File: src/rtl/dffram_arbiter_if.sv
// Bundle of every signal between the arbiter, its requesters and the DFFRAM.
//   Requester side : req, lock, we, addr, wdata (to arbiter);
//                    gnt, rvalid, rdata (from arbiter)
//   RAM side       : ram_en, ram_we, ram_a, ram_di (to RAM); ram_do (from RAM)
// Handshake: a requester holds req/lock/we/addr/wdata stable until it sees
// gnt; a transfer happens in every cycle where req[i] & gnt[i]. A read
// transfer in cycle N answers with rvalid[i] (and rdata) in cycle N+1.
interface dffram_arbiter_if #(
  parameter int NREQ = 2,
  parameter int A_W  = 9,
  parameter int D_W  = 32
);
  logic [NREQ-1:0]     req;
  logic [NREQ-1:0]     lock;
  logic [NREQ*4-1:0]   we;
  logic [NREQ*A_W-1:0] addr;
  logic [NREQ*D_W-1:0] wdata;
  logic [NREQ-1:0]     gnt;
  logic [NREQ-1:0]     rvalid;
  logic [D_W-1:0]      rdata;
  logic                ram_en;
  logic [3:0]          ram_we;
  logic [A_W-1:0]      ram_a;
  logic [D_W-1:0]      ram_di;
  logic [D_W-1:0]      ram_do;

  // Arbiter view.
  modport slave (
    input  req, lock, we, addr, wdata, ram_do,
    output gnt, rvalid, rdata, ram_en, ram_we, ram_a, ram_di
  );

  // Requesters plus RAM, seen from outside the arbiter.
  modport master (
    output req, lock, we, addr, wdata, ram_do,
    input  gnt, rvalid, rdata, ram_en, ram_we, ram_a, ram_di
  );
endinterface

File: src/rtl/dffram_arbiter.sv
// Round-robin arbiter sharing one single-port 512x32 DFFRAM between NREQ
// requesters, with optional burst lock and tagged one-cycle read return.
//   CLK          : clock, all state on rising edge
//   RST_N        : asynchronous active-low reset
//   bus          : dffram_arbiter_if.slave (requester + RAM signals)
//   dbg_locked_o : FSM state, 1 = LOCKED, 0 = OPEN
module dffram_arbiter #(
  parameter int NREQ = 2,
  parameter int A_W  = 9,
  parameter int D_W  = 32
) (
  input  logic                CLK,
  input  logic                RST_N,
  dffram_arbiter_if.slave     bus,
  output logic                dbg_locked_o
);

  localparam int PW = (NREQ > 1) ? $clog2(NREQ) : 1;

  typedef enum logic {ST_OPEN = 1'b0, ST_LOCKED = 1'b1} state_t;

  state_t          state_q, state_d;
  logic [PW-1:0]   ptr_q, ptr_d;
  logic [PW-1:0]   owner_q, owner_d;
  logic [NREQ-1:0] rvalid_q, rvalid_d;

  logic [PW-1:0]   win;
  logic [PW-1:0]   start;
  logic            xfer;
  logic            open_arb;
  logic [NREQ-1:0] gnt;
  logic [3:0]      we_sel;
  logic [A_W-1:0]  a_sel;
  logic [D_W-1:0]  d_sel;

  function automatic logic [PW-1:0] inc_wrap(input logic [PW-1:0] x);
    if (int'(x) == NREQ - 1) return '0;
    return x + 1'b1;
  endfunction

  // Arbitration. An owner that drops both req and lock opens the arbiter in
  // the same cycle, with the search starting just after the owner, so a
  // waiting requester is served without a dead cycle.
  always_comb begin
    int idx;
    win      = '0;
    xfer     = 1'b0;
    idx      = 0;
    open_arb = (state_q == ST_OPEN) || (!bus.req[owner_q] && !bus.lock[owner_q]);
    start    = (state_q == ST_OPEN) ? ptr_q : inc_wrap(owner_q);
    if (RST_N) begin
      if (open_arb) begin
        // Walk the search order backwards so the nearest requester is the
        // last one written and therefore wins.
        for (int k = NREQ - 1; k >= 0; k--) begin
          idx = int'(start) + k;
          if (idx >= NREQ) idx = idx - NREQ;
          if (bus.req[idx]) begin
            win  = PW'(idx);
            xfer = 1'b1;
          end
        end
      end else if (bus.req[owner_q]) begin
        win  = owner_q;
        xfer = 1'b1;
      end
    end
  end

  // Grant and RAM drive, all zero when nothing is granted.
  always_comb begin
    gnt    = '0;
    we_sel = '0;
    a_sel  = '0;
    d_sel  = '0;
    if (xfer) begin
      gnt[win] = 1'b1;
      we_sel   = bus.we[4*int'(win) +: 4];
      a_sel    = bus.addr[A_W*int'(win) +: A_W];
      d_sel    = bus.wdata[D_W*int'(win) +: D_W];
    end
  end

  // Next state: FSM, pointer, owner and read-return tag.
  always_comb begin
    state_d  = state_q;
    ptr_d    = ptr_q;
    owner_d  = owner_q;
    rvalid_d = (xfer && (we_sel == 4'b0000)) ? gnt : '0;
    if (xfer) begin
      if (bus.lock[win]) begin
        state_d = ST_LOCKED;
        owner_d = win;
      end else begin
        state_d = ST_OPEN;
        ptr_d   = inc_wrap(win);
      end
    end else if ((state_q == ST_LOCKED) && open_arb) begin
      state_d = ST_OPEN;
      ptr_d   = inc_wrap(owner_q);
    end
  end

  always_ff @(posedge CLK or negedge RST_N) begin
    if (!RST_N) begin
      state_q  <= ST_OPEN;
      ptr_q    <= '0;
      owner_q  <= '0;
      rvalid_q <= '0;
    end else begin
      state_q  <= state_d;
      ptr_q    <= ptr_d;
      owner_q  <= owner_d;
      rvalid_q <= rvalid_d;
    end
  end

  assign bus.gnt      = gnt;
  assign bus.ram_en   = xfer;
  assign bus.ram_we   = we_sel;
  assign bus.ram_a    = a_sel;
  assign bus.ram_di   = d_sel;
  assign bus.rvalid   = rvalid_q;
  assign bus.rdata    = (|rvalid_q) ? bus.ram_do : '0;
  assign dbg_locked_o = (state_q == ST_LOCKED);

endmodule

File: src/flat_wrapper.sv
// flat-port wrapper written by rule: the top's interface ports become plain ports
module dffram_arbiter_flat 
#(
  parameter int NREQ = 2,
  parameter int A_W  = 9,
  parameter int D_W  = 32
)
  (CLK, RST_N, dbg_locked_o, bus_req, bus_lock, bus_we, bus_addr, bus_wdata, bus_ram_do, bus_gnt, bus_rvalid, bus_rdata, bus_ram_en, bus_ram_we, bus_ram_a, bus_ram_di);
  dffram_arbiter_if #(.NREQ(NREQ), .A_W(A_W), .D_W(D_W)) bus_i ();
  input  logic CLK;
  input  logic RST_N;
  output logic dbg_locked_o;
  input wire logic [$bits(bus_i.req)-1:0] bus_req;
  input wire logic [$bits(bus_i.lock)-1:0] bus_lock;
  input wire logic [$bits(bus_i.we)-1:0] bus_we;
  input wire logic [$bits(bus_i.addr)-1:0] bus_addr;
  input wire logic [$bits(bus_i.wdata)-1:0] bus_wdata;
  input wire logic [$bits(bus_i.ram_do)-1:0] bus_ram_do;
  output wire logic [$bits(bus_i.gnt)-1:0] bus_gnt;
  output wire logic [$bits(bus_i.rvalid)-1:0] bus_rvalid;
  output wire logic [$bits(bus_i.rdata)-1:0] bus_rdata;
  output wire logic [$bits(bus_i.ram_en)-1:0] bus_ram_en;
  output wire logic [$bits(bus_i.ram_we)-1:0] bus_ram_we;
  output wire logic [$bits(bus_i.ram_a)-1:0] bus_ram_a;
  output wire logic [$bits(bus_i.ram_di)-1:0] bus_ram_di;
  assign bus_i.req = bus_req;
  assign bus_i.lock = bus_lock;
  assign bus_i.we = bus_we;
  assign bus_i.addr = bus_addr;
  assign bus_i.wdata = bus_wdata;
  assign bus_i.ram_do = bus_ram_do;
  assign bus_gnt = bus_i.gnt;
  assign bus_rvalid = bus_i.rvalid;
  assign bus_rdata = bus_i.rdata;
  assign bus_ram_en = bus_i.ram_en;
  assign bus_ram_we = bus_i.ram_we;
  assign bus_ram_a = bus_i.ram_a;
  assign bus_ram_di = bus_i.ram_di;
  dffram_arbiter #(.NREQ(NREQ), .A_W(A_W), .D_W(D_W)) u_core (.CLK(CLK), .RST_N(RST_N), .bus(bus_i), .dbg_locked_o(dbg_locked_o));
endmodule
File: config.mk
export PLATFORM = sky130hd
export DESIGN_NAME = dffram_arbiter_flat
export DESIGN_NICKNAME = d
export VERILOG_FILES = /design/src/rtl/dffram_arbiter_if.sv /design/src/rtl/dffram_arbiter.sv /design/src/flat_wrapper.sv
export SDC_FILE = /design/constraint.sdc
export NUM_CORES = 1
export LEC_CHECK = 0
export ABC_AREA = 1
export ABC_CLOCK_PERIOD_IN_PS = 2850
export CAP_MARGIN = 15
export CORE_ASPECT_RATIO = 1.75
export CORE_MARGIN = 8
export CORE_UTILIZATION = 20
export DETAILED_ROUTE_END_ITERATION = 6
export GPL_TIMING_DRIVEN = 0
export PLACE_DENSITY_LB_ADDON = 0.1
export RECOVER_POWER = 25
export SETUP_SLACK_MARGIN = 0.05
export SLEW_MARGIN = 20
export SYNTH_ARGS = -nofsm -noshare
export SYNTH_HDL_FRONTEND = slang
export SYNTH_SLANG_ARGS = --single-unit
File: constraint.sdc
create_clock -name CLK -period 2.85 [get_ports CLK]
set_input_delay 0.7125 -clock CLK [delete_from_list [all_inputs] [get_ports CLK]]
set_output_delay 0.7125 -clock CLK [all_outputs]
set_load 0.02 [all_outputs]
* Yosys cells after proc, flatten, opt, wreduce, memory -nomap -nowiden
Cells that the tools add are included.
** Word-level totals
- Output and inout port bits :: 83
- Logic and storage cells :: 88
- Input port bits :: 128
- Register bits :: 5
** Cells by class
- Mux-type cells :: 54
- Shifts and indexed selects :: 3
- Bitwise operators :: 1
- $lt $le $gt $ge :: 7
- Equality and inequality tests :: 1
- Reductions and logical operators :: 12
- $mul :: 1
- Add/sub/neg operators :: 5
** Operators with widths (count)
- 2-to-1 mux 32 bit :: 8
- less-than comparator 32 x 3 -> 1 bit, second input constant :: 2
- indexed part select 64 x 7 -> 32 bit :: 1
- 2-to-1 mux 1 bit :: 41
- greater-or-equal comparator 32 x 3 -> 1 bit, second input constant :: 1
- indexed part select 18 x 32 -> 9 bit :: 1
- subtractor 32 x 3 -> 32 bit, second input constant :: 1
- 2-to-1 mux 9 bit :: 1
- indexed part select 8 x 4 -> 4 bit :: 1
- multiplier 4 x 1 -> 5 bit, first input constant :: 1
- logical AND 1 bit :: 4
- zero test 4 bit :: 1
- less-than comparator 1 x 2 -> 1 bit, second input constant :: 2
- 2-to-1 mux 2 bit :: 2
- 2-to-1 mux 4 bit :: 1
- AND reduction 2 bit :: 2
- subtractor 1 x 2 -> 3 bit, second input constant :: 1
- adder 1 bit, second input constant :: 2
- adder 1 x 1 -> 2 bit, second input constant :: 1
- greater-or-equal comparator 1 x 2 -> 1 bit, second input constant :: 1
- zero test 1 bit :: 2
- != test 2 bit, second input constant :: 1
- nonzero test 2 bit :: 1
- OR reduction 2 bit :: 1
- other kinds (4) :: 4

* Longest topological paths before layout
Gate-level depths: netlist of the first run.
- Word-level depth :: 22
- Depth in mapped cells :: 13

* Worst setup path after synthesis of the first run
Ideal clock, no wire load.
- Kind :: input-to-output
- Start :: input bus_req[0]
- End :: output bus_ram_di[22]
- Arrival :: 1.936 ns
- Cell stages on the path :: 10
- Path slack :: 0.201 ns
- Path buffers :: 1
- Required time :: 2.138 ns
- Path through :: inv_1 -> nor2_1 -> nor2_2 -> nand2_2 -> nand2_2 -> a21oi_4 -> nand2_4 -> inv_4 -> buf_6 -> a22o_1
** Between the ends
- Elaborated cells between the ends (all ways) :: 23
- Those cells by class :: 1 x shift; 19 x mux; 3 x reduce/logical
** RTL lines
- start: declaration :: RTL line flat_wrapper.sv:13 : input wire logic [$bits(bus_i.req)-1:0] bus_req;
- 2-to-1 mux 1 bit (on tied branches) (2 in a row) :: RTL line dffram_arbiter.sv:58, dffram_arbiter.sv:49, dffram_arbiter.sv:63
- 2-to-1 mux 1 bit (not written as such) / zero test 1 bit (equally long branches) :: RTL line dffram_arbiter.sv:58, dffram_arbiter.sv:49
- 2-to-1 mux 1 bit / logical AND 1 bit (equally long branches) :: RTL line dffram_arbiter.sv:58, dffram_arbiter.sv:49
- 2-to-1 mux 1 bit / logical OR 1 bit (equally long branches) :: RTL line dffram_arbiter.sv:58, dffram_arbiter.sv:49
- 2-to-1 mux 1 bit (*) :: RTL line dffram_arbiter.sv:52 : if (open_arb) begin
- 2-to-1 mux 1 bit (*) :: RTL line dffram_arbiter.sv:51 : if (RST_N) begin
- named net bus_ram_en :: RTL line flat_wrapper.sv:22 : output wire logic [$bits(bus_i.ram_en)-1:0] bus_ram_en;
- 2-to-1 mux 32 bit (*) :: RTL line dffram_arbiter.sv:76 : if (xfer) begin
- end: declaration :: RTL line flat_wrapper.sv:25 : output wire logic [$bits(bus_i.ram_di)-1:0] bus_ram_di;
Mark *: on every way through the listed nets, which the timed path passes. The rest lies on a longest branch. The select of a mux whose other input is x is not followed.

* Worst setup path in the final report of the first run
- Start :: input bus_req[0]
- End :: output bus_ram_en
** Between the ends
- Cells in the longest elaborated chain, start to end :: 7
- Elaborated cells between the ends (all ways) :: 16
- Those cells by class :: 13 x mux; 3 x reduce/logical
** Ends and longest elaborated chain (RTL line)
- 2-to-1 mux 1 bit (on tied branches) (2 in a row) :: dffram_arbiter.sv:58, dffram_arbiter.sv:49, dffram_arbiter.sv:63
- 2-to-1 mux 1 bit (not written as such) / zero test 1 bit (equally long branches) :: dffram_arbiter.sv:58, dffram_arbiter.sv:49
- 2-to-1 mux 1 bit / logical AND 1 bit (equally long branches) :: dffram_arbiter.sv:58, dffram_arbiter.sv:49
- 2-to-1 mux 1 bit / logical OR 1 bit (equally long branches) :: dffram_arbiter.sv:58, dffram_arbiter.sv:49
- 2-to-1 mux 1 bit (*) :: dffram_arbiter.sv:52
- 2-to-1 mux 1 bit (*) :: dffram_arbiter.sv:51
- end: declaration :: flat_wrapper.sv:22
Every way passes the cells marked *; elsewhere a longest branch is shown, timed or not. The select of a mux whose other input is x is not followed.

==> results of run 1 <==
==> how the worst max path moves through the flow <==
stage / from / endpoint / slack [ns] / depth (start not counted)
3_5_place_dp: bus_req[1] / bus_ram_di[25] / -0.91 / 11
3_3_place_gp: bus_req[1] / bus_ram_di[14] / -0.88 / 11
2_1_floorplan: bus_req[0] / bus_ram_di[22] / 0.20 / 10
6_report: bus_req[0] / bus_ram_en / 0.1 / 11
5_1_grt: bus_req[1] / bus_ram_di[25] / 0.04 / 12
4_1_cts: u_core.owner_q / bus_ram_di[25] / 0.06 / 12
==> metrics by stage <==
stage	cells	setup WS, ns
final	488	0.09744
after global routing	488	0.04093
after CTS	485	0.06074
after detailed placement	468	-0.9067
after global placement	468	-0.8822
after floorplan	182	0.2014
==> registers in the layout, indices dropped and copies added (netlist names) <==
signal	cells
u_core.ptr_q	1
u_core.dbg_locked_o	1
u_core.bus.rvalid	2
u_core.owner_q	1
==> logic make-up after synthesis <==
logic type / share of synthesized area (%)
AND/OR/NAND/NOR: 30.60
buffers and inverters: 21.05
AO/OA/AOI/OAI: 36.97
flip-flops: 11.38
==> metal layers <==
metal / GRT usage, % / vias to the layer above
li1: - / 1061
met1: 13.60 / 894
met2: 34.05 / 125
met3: 9.912 / 4
met4: 2.332 / 0
met5: 0 / -
==> layout by cell type (no fill, tap or decap), drive strengths merged, types with 2 or more instances in the layout <==
master,synthesis,layout
clkdlybuf4s50,0,145
a22o,41,41
dlygate4sd3,0,12
buf,8,67
inv,40,41
nand2,25,25
clkdlybuf4s15,0,6
a21oi,2,2
dfrtp,5,5
clkbuf,3,9
nand3,9,9
o21ai,4,4
nor2,43,43
==> layout make-up <==
type / instances / area (um^2)
repair buffers: 225 / 2165
fillers: 487 / 1932
multi-input cells: 126 / 805.8
inverters: 40 / 165.2
flip-flops and latches: 5 / 126.4
plain buffers: 11 / 112.6
well taps: 76 / 95.09
clock buffers: 4 / 45.04
repair inverters: 1 / 3.754
==> power breakdown <==
part	switching [mW]	leakage, nW	total, mW	internal [mW]
Combinational	0.924	1.64	1.83	0.911
Clock	0.0319	0.0228	0.128	0.0958
Sequential	0.0483	0.0631	0.145	0.0965
Total	1.00	1.73	2.11	1.10
==> timing repair <==
item | 4_1_cts | 5_1_grt
pin swaps | 9 | 7
setup buffers | 11 | 3
resized for setup | 247 | 49
gates cloned | 2 | 0
hold endpoints to repair | 0 | 0
endpoints found under the setup margin | 48 | 47
==> impl_summary.log, run 1 <==
INFO  metric power_leakage = 1.725 nW
INFO  metric layout.nets = 541
INFO  metric dieWidth = 72.06 um
INFO  metric fin_area = 3518 um^2
INFO  metric routabilityCongestion = 0.8886
INFO  metric grt_start_max_net_pins = 11
INFO  metric core = 5450 um^2
INFO  metric critPathCaptureType = output pin
INFO  metric timing.final.crit_share = 96.58%
INFO  metric clock_skew = 0.002528 ns
INFO  metric synthCells = 182
INFO  metric whs = 0.4385 ns
INFO  metric cts_max_level = 1
INFO  metric final.min_clock_period = 2.753 ns
INFO  metric reg2reg_setup_slack = 0.89 ns
INFO  metric flow.area_growth_from_synthesis = 219.9%
INFO  metric syn_area = 1100 um^2
INFO  metric first_global_vias = 2,211
INFO  metric cpMaxStageDelayCell = dlygate4sd2_1
INFO  metric netlist_top_cells_count = 42 x nor2_1, 41 x a22o_1, 38 x inv_1
INFO  metric route.detailed.drc = 0
INFO  metric worst-endpoint-required = 2.14 ns
INFO  metric path_buf_inv = 6
INFO  metric critical_path_arrival = 2.04 ns
INFO  metric synth_largest_area_cell = a22o_1
INFO  metric clk_pin_slew_worst_setup_hold_paths = 0.04 ns
INFO  metric drtPass1Iterations = 3
INFO  metric yosysWarningCount = 0
INFO  metric initial_antenna_violation_count = 0
INFO  metric power_per_cell_area = 598.9 nW/um^2
INFO  metric tns = 0 ns
INFO  metric initial_utilization = 20.18%
INFO  metric first_pass_grt_wire_length = 11.06 mm
INFO  metric holdCritPathClass = primary input to asynchronous set/reset pin
INFO  metric number_of_buffers_added_by_the_clock_tree_synthesis_step = 3
INFO  metric ctsHoldBuffers = 0
INFO  metric worstSkewPairLatency = 0.22 ns
INFO  metric cp_slowest_stage_delay = 0.33 ns
INFO  metric dr_total_vias = 2,084
INFO  metric synthMostInstantiatedCell = nor2_1
INFO  metric boundaryPins = 211
INFO  metric globalRoute.totalOverflow = 0
INFO  metric critical_path.reg2reg.endpoint = u_core.ptr_q
INFO  metric post-dp-hpwl = 6.759 mm
INFO  metric detail_route.iter0.violations = 61
INFO  metric synthTopCellsByArea = a22o_1 33%, nor2_1 14%, inv_1 13%
INFO  metric ff2ff_path_depth = 15
INFO  metric postSynth.asyncResetShare = 100.0%
INFO  metric cts_tree = yes
INFO  metric post_route_core_utilization = 64.55%
INFO  metric post_drt_via_cell_ratio = 4.270
INFO  metric synth_flop_cell = dfrtp_1
INFO  metric synth-edff-count = 0
INFO  metric post_route_cells_drive_above_1_share = 24.03%
INFO  metric critPathKind = primary input to output pin
INFO  metric antenna-diode-count = 0
INFO  metric detailed_place.area = 3297 um^2
INFO  metric grt.total_usage = 17.00%
INFO  metric path_delay_family = buffers and inverters
INFO  metric synth.ff_latch_count = 5
INFO  metric final_antenna_net_count = 0
INFO  metric topRoutingLayerUsed = met4
INFO  metric buffer_ports.inserted = 210
INFO  metric routed_wirelength = 7.576 mm
INFO  metric worstPathCellList = buf_8, inv_4, nor2_4, nor2_4, buf_4, nand3_2, nand2_2, a21oi_4, clkbuf_4, buf_4, dlygate4sd2_1
INFO  metric worst_setup_path_start_kind = primary input
INFO  metric outcome = finished, final reports clean
INFO  metric die-area = 8221 um^2
INFO  metric number_of_nets_in_the_synthesized_netlist = 310
INFO  metric final_hold_vio_count = 0
INFO  metric die-height = 114.1 um
INFO  metric setup_viol_count_final = 0
INFO  metric rows = 36
INFO  metric synth.top_cell.area_share = 32.65%
INFO  metric met2_length = 4.247 mm
INFO  metric synth.lib_cells_used.distinct = 19
INFO  metric total_power = 2.107 mW
INFO  metric clockRootBuffer = clkbuf_8
INFO  metric rsz0062_at_grt = true
INFO  metric cts.sink_count = 5
INFO  metric timing.max_slew.rel_slack = 73.22%
INFO  metric cts.path.max_buffers = 2
INFO  metric maxClockFrequency = 363.3 MHz
INFO  metric slew_viol_final = 0
INFO  metric worstMarginPinSlew = 0.4016 ns
INFO  metric detailroute.wirelength.met3 = 1.051 mm
INFO  metric crit_path_max_fanout = 4
INFO  metric vdd_ir_drop_max = 355.7 uV
INFO  metric drv_cap = 0
INFO  metric postSynthAreaPerCell = 6.043 um^2
INFO  metric timing.rr.start = u_core.owner_q
INFO  metric drt-wirelength-per-cell = 15.52 um
INFO  metric met1_length = 2.228 mm
INFO  metric synth_seq_area_share = 11.38%
(Power assumes the default switching activity.)
==> run 2: changes to the inputs <==
- CTS_CLUSTER_SIZE: not set -> 30
==> results of run 2 <==
Final layout, timing and power as in run 1 (identical DEF).
